## config.mk

```make
export PLATFORM = sky130hd
export DESIGN_NAME = fetch_decode_stage
export DESIGN_NICKNAME = d
export VERILOG_FILES = /design/src/rtl/fetch_decode_stage.sv
export SDC_FILE = /design/constraint.sdc
export NUM_CORES = 1
export LEC_CHECK = 0
export CORE_AREA = 2 2 136 138
export DETAILED_ROUTE_END_ITERATION = 10
export DIE_AREA = 0 0 138 140
export GPL_TIMING_DRIVEN = 0
export MAX_ROUTING_LAYER = met4
export PLACE_DENSITY = 0.61
export SYNTH_ARGS = -nofsm -noshare
export SYNTH_HDL_FRONTEND = slang
export SYNTH_SLANG_ARGS = --single-unit
export TNS_END_PERCENT = 30
```

## constraint.sdc

```tcl
create_clock -name clk -period 2 [get_ports clk]
set_input_delay 0.4 -clock clk [delete_from_list [all_inputs] [get_ports clk]]
set_output_delay 0.4 -clock clk [all_outputs]
set_load 0.005 [all_outputs]
```

## src/rtl/fetch_decode_stage.sv

```systemverilog
// fetch_decode_stage
//   Fetch stage plus IF/ID pipeline register of the 5-stage MIPS pipeline.
//   It holds the PC, forms PC+4, redirects to a taken branch target and
//   registers the fetched instruction into Decode. The hazard unit can hold
//   both the PC and IF/ID. A taken branch in Decode squashes IF/ID.
//
//   Optional feature macro: FETCH_PERF_CNT_EN
//     defined   : saturating stall/flush/fetch performance counters
//     undefined : counters omitted, count outputs tied to 0
//
//   Ports
//     clk        in   rising-edge clock
//     reset      in   synchronous, active-high reset
//     StallF     in   hold PC
//     StallD     in   hold IF/ID register
//     PCSrcD     in   branch taken in Decode (redirect PC, squash IF/ID)
//     PCBranchD  in   branch target (bits [1:0] ignored)
//     InstrF     in   instruction memory data for PCF
//     PCF        out  current fetch address
//     InstrD     out  registered instruction
//     PCPlus4D   out  registered PC+4
//     ValidD     out  InstrD is a real instruction (0 = bubble)
//     StallCnt   out  cycles with StallF=1
//     FlushCnt   out  IF/ID flushes applied
//     FetchCnt   out  valid instructions loaded into IF/ID
module fetch_decode_stage #(
  parameter logic [31:0] RESET_PC = 32'h0000_0000,
  parameter int          CNT_W    = 32
) (
  input  logic             clk,
  input  logic             reset,
  input  logic             StallF,
  input  logic             StallD,
  input  logic             PCSrcD,
  input  logic [31:0]      PCBranchD,
  input  logic [31:0]      InstrF,
  output logic [31:0]      PCF,
  output logic [31:0]      InstrD,
  output logic [31:0]      PCPlus4D,
  output logic             ValidD,
  output logic [CNT_W-1:0] StallCnt,
  output logic [CNT_W-1:0] FlushCnt,
  output logic [CNT_W-1:0] FetchCnt
);

  logic [31:0] pc_q, pc_d;
  logic [31:0] instr_q, instr_d;
  logic [31:0] pcp4_q, pcp4_d;
  logic        valid_q, valid_d;
  logic [31:0] pc_plus4;
  logic        flush;
  logic        load;

  assign pc_plus4 = pc_q + 32'd4;
  // A flush only takes effect when IF/ID is not being held.
  assign flush    = PCSrcD & ~StallD;
  assign load     = ~StallD & ~PCSrcD;

  always_comb begin
    pc_d = pc_q;
    if (!StallF) begin
      if (PCSrcD) pc_d = PCBranchD & 32'hFFFF_FFFC;
      else        pc_d = pc_plus4;
    end
  end

  always_comb begin
    instr_d = instr_q;
    pcp4_d  = pcp4_q;
    valid_d = valid_q;
    if (flush) begin
      instr_d = 32'h0000_0000;  // sll $0,$0,0 == nop
      pcp4_d  = 32'h0000_0000;
      valid_d = 1'b0;
    end else if (load) begin
      instr_d = InstrF;
      pcp4_d  = pc_plus4;
      valid_d = 1'b1;
    end
  end

  // Fetch -> Decode boundary
  always_ff @(posedge clk) begin
    if (reset) begin
      pc_q    <= RESET_PC;
      instr_q <= 32'h0000_0000;
      pcp4_q  <= 32'h0000_0000;
      valid_q <= 1'b0;
    end else begin
      pc_q    <= pc_d;
      instr_q <= instr_d;
      pcp4_q  <= pcp4_d;
      valid_q <= valid_d;
    end
  end

  assign PCF      = pc_q;
  assign InstrD   = instr_q;
  assign PCPlus4D = pcp4_q;
  assign ValidD   = valid_q;

`ifdef FETCH_PERF_CNT_EN
  logic [CNT_W-1:0] stall_cnt_q, stall_cnt_d;
  logic [CNT_W-1:0] flush_cnt_q, flush_cnt_d;
  logic [CNT_W-1:0] fetch_cnt_q, fetch_cnt_d;

  function automatic logic [CNT_W-1:0] sat_inc(input logic [CNT_W-1:0] v);
    if (v == {CNT_W{1'b1}}) return v;
    return v + {{(CNT_W-1){1'b0}}, 1'b1};
  endfunction

  always_comb begin
    stall_cnt_d = StallF ? sat_inc(stall_cnt_q) : stall_cnt_q;
    flush_cnt_d = flush  ? sat_inc(flush_cnt_q) : flush_cnt_q;
    fetch_cnt_d = load   ? sat_inc(fetch_cnt_q) : fetch_cnt_q;
  end

  always_ff @(posedge clk) begin
    if (reset) begin
      stall_cnt_q <= '0;
      flush_cnt_q <= '0;
      fetch_cnt_q <= '0;
    end else begin
      stall_cnt_q <= stall_cnt_d;
      flush_cnt_q <= flush_cnt_d;
      fetch_cnt_q <= fetch_cnt_d;
    end
  end

  assign StallCnt = stall_cnt_q;
  assign FlushCnt = flush_cnt_q;
  assign FetchCnt = fetch_cnt_q;
`else
  assign StallCnt = '0;
  assign FlushCnt = '0;
  assign FetchCnt = '0;
`endif

endmodule

```

Word level (Yosys, flattened, before mapping)
Index checks and enable logic that the tools add are counted.

Bits in registers: 97. Output and inout port bits: 193. Logic and storage cells: 11.

Bitwise operators: 4. Reduce and logical (&&, ||, !) cells: 1. Muxes and demuxes: 1. Add/sub/neg operators: 1.

Operators by type and width (number): $add 32x3->32 const B (1); $mux 32 (1); $and 1x1->1 (2); $not 1->1 (2); $reduce_or 2->1 (1).

Logic depth before layout (Yosys ltp)
Word-level depth: 3. Depth in mapped cells: 7.

Worst setup path before layout
No wires, ideal clock.

Kind: register -> register. Start: register pc_q[3], in the netlist PCF[3]. End: register pcp4_q[28], in the netlist PCPlus4D[28]. Arrival time: 1.843 ns. Required time: 1.938 ns. Clock period less this slack: 1.905 ns. Cell stages (with the launch flop): 7. Setup slack: 0.095 ns. Path through: dfxtp_1 -> ha_1 -> nand4_1 -> nor2_1 -> nand4_1 -> or4b_1 -> nand3_1.

Longest elaborated chain between the ends: 1.

Ends and longest elaborated chain: start: declaration (line 46) `logic [31:0] pc_q, pc_d;`; start signal: assignment (line 90) `pc_q <= pc_d;`; $add 32x3->32 (line 54) `assign pc_plus4 = pc_q + 32'd4;`; end signal: assignment (line 92) `pcp4_q <= pcp4_d;`; end: declaration (line 48) `logic [31:0] pcp4_q, pcp4_d;`.

Every way passes these cells. A chain may end at the register's enable or synchronous reset.

Worst setup path after layout
Start: input port PCSrcD. End: register pc_q[31], in the netlist PCF[31].

Longest elaborated chain between the ends: 1.

Ends and longest elaborated chain: start: declaration (line 34) `input logic PCSrcD,`; $mux 32 (line 62) `if (PCSrcD) pc_d = PCBranchD & 32'hFFFF_FFFC;`.

Every way passes these cells.

==> run summary <==
most frequent cells in the layout: 157 x clkdlybuf4s50_1, 112 x buf_4, 100 x conb_1
Setup WS pre-CTS: -0.939 ns
drt total wl: 17800 um
switching power: 1170 uW
path type of the worst setup path: in2reg
post-synthesis sequential area ratio: 35.3%
sw frac: 26.7%
TNS Setup: -0.0244 ns
Starting Density: 29.7%
Detail Route Antenna Nets: 0
hold_buf cts: 0
Worst Path Max Fanout: 10
total CTS buffers: 9
clock skew: 0.0111 ns
combinational power share: 19.8%
Tcrit/Tclk final: 101%
maxcap violations: 0
vias in the first global route: 4869
Worst-Margin Slew: 0.700 ns
Peak VDD IR: 0.519 mV
Final Hold Viols: 0
Max Slew Vio Count: 0
row cnt: 49
Worst setup EP type: flop
final instance area: 0.00798 mm2
Die H: 140 um
Core Util, Final: 44.9%
Clk pwr share: 34.3%
Main synth FF type: dfxtp_1
clock tree buffer depth: 2
fill cell count: 1789
crit path time final: 2.02 ns
sequential share of power: 45.9%
htree depth: 3
Setup-failing EPs final: 1
Overflow after GRT: 0
Synth cell types: 53
IO Pins: 262
WHS Path Cells: 2
DRC violation total after the first TritonRoute iteration: 326
Avg Cell Area, Syn: 7.91 um2
drt first pass iters: 5
achievable frequency: 494 MHz
reg2reg path depth: 6
unrepaired setup endpoints after global routing: true
Slew HR: 53.4%
Nets: 1013
Area contributors post-synth: dfxtp_1 35%, buf_4 14%, a21oi_1 5.2%
Post-synth EDFFs: 0
Synth area leader: dfxtp_1
share of layout cells above drive strength 1: 18.4%
dpl hpwl: 13400 um
DP Area: 0.00751 mm2
Antenna Diode Count: 0
WP data required: 2.22 ns
Synthesis Warnings: 0
later-pin clock latency in the skew report: 0.35 ns
pwr/cell area: 548 mW/mm2
TritonCTS clock tree: done
Worst R2R End: PCPlus4D[28]
pin count of the biggest net entering global routing: 13
register bit count reported by yosys: 93
reg2reg setup slack: 0.06 ns
status: finished with violations
all-layer global routing usage: 18.2%
first-pass GRT wire length: 26900 um
vias per cell: 4.54
via count: 5321
Port Buf Inserts: 157
worst reg2reg startpoint: PCF[3]
Worst Hold End: PCPlus4D[16]
RD Place Congestion: 0.881
Horiz. Die Dim: 138 um
commonest non-fill, non-tap cell in the layout: clkdlybuf4s50_1
CTS clk-pin slew, worst paths: 0.06 ns
async set or reset register ratio after synthesis: 0%
Post-Syn Area: 0.00528 mm2
CTS sink count: 93
min-delay worst type: reg2reg
internal power: 3210 uW
root buf cell: clkbuf_16
Hold Startpoint: PCPlus4D[16]
Syn Inst Count: 667
Routed WL per cell: 15.2 um
final setup margin: -0.0244 ns
DR DRC count: 0
Leak Pwr: 0.00322 uW
top-area cell type share of the netlist area: 35.3%
CORE AREA: 0.0178 mm2
area grow syn2layout: 51.2%
Arrival @ worst endpoint: 2.24 ns
die area: 0.0193 mm2
initial antenna violation count: 0
startpoint types: input pin
failing checks: negative setup slack
Yosys cell counts (14+ instances only):
cell type / number
a31oi_1: 14
nand2_1: 43
nand4_1: 14
dfxtp_1: 93
clkbuf_1: 35
a21oi_1: 55
nor2_1: 70
a22oi_1: 21
xor2_1: 14
nor3b_1: 34
nand3_1: 18
o21ai_1: 27
buf_4: 100
layer usage:
metal | share of wire, % | vias up | wire length [um] | track usage [%]
met2 | 47 | 247 | 8390 | 29.4
met1 | 44 | 2399 | 7770 | 22.8
met5 | 0 | - | 0 | -
met4 | 0.73 | 0 | 131 | 2.63
li1 | - | 2661 | - | -
met3 | 8.7 | 14 | 1550 | 5.71
power groups by stage:
| stage | Sequential, uW | Combinational [uW] | Clock [uW] |
|---|---|---|---|
| 6_report | 2010 | 866 | 1500 |
| 5_1_grt | 2020 | 947 | 1610 |
| 4_1_cts | 1990 | 859 | 1540 |
| 3_5_place_dp | 2030 | 851 | 0 |
| 3_3_place_gp | 2030 | 851 | 0 |
| 2_1_floorplan | 2030 | 468 | 0 |
flip-flops by register name, indices dropped and copies added, names as in the netlist:
signal and count:
InstrD 32, ValidD 1, PCPlus4D 30, PCF 30
cells by family after synthesis:
kind of cell             synth area share [%]
other                                  0.0711
flip-flops                               35.3
AND/OR/NAND/NOR                          24.5
multiplexers                             1.16
XOR/XNOR                                 4.48
adder cells (fa/ha/maj)                 0.237
AO/OA/AOI/OAI                            15.8
buffers and inverters                    18.4
area by class of cell:
class                      instances  area (um2)  area share [%]
clock inverter                     1        5.00          0.0627
sequential                        93        1880            23.6
inverter                           6        22.5           0.282
clock buffer                       9         225            2.82
tap                              229         287            3.59
multi-input combinational        517        2920            36.5
buffer                           148         986            12.4
timing repair buffer             168        1660            20.8
critical path, stage by stage:
cell	delay, ns
clkdlybuf4s50_1	0.53
clkbuf_2	0.26
nor2b_2	0.30
buf_2	0.30
o2bb2ai_1	0.16
a21oi_1	0.06
mux2i_1	0.17
nor2_1	0.06
metrics by stage:
step	std cells	power (uW)	hold slack (ns)
4_1_cts	1164	4390	0.447
3_3_place_gp	1152	2880	0.435
3_5_place_dp	1152	2890	0.438
2_1_floorplan	766	2490	0.442
6_report	1171	4370	0.441
5_1_grt	1171	4580	0.467
timing repair:
| action | CTS | global route |
|---|---|---|
| gates resized for setup | 19 | 47 |
| buffers inserted | 2 | 9 |
| endpoints found under the setup margin | 66 | 35 |
| hold endpoints to repair | 0 | 0 |
| pin swaps | 2 | 14 |
how the worst max path moves through the flow:
| stage | start | end | depth (start not counted) |
|---|---|---|---|
| 2_1_floorplan | PCF[3] | PCPlus4D[28] | 6 |
| 3_3_place_gp | PCSrcD | PCF[7] | 7 |
| 3_5_place_dp | PCSrcD | PCF[14] | 7 |
| 4_1_cts | PCF[10] | PCF[25] | 6 |
| 5_1_grt | PCSrcD | PCF[31] | 8 |
| 6_report | PCSrcD | PCF[31] | 8 |
Note: power is estimated with default switching activity, not from simulation.
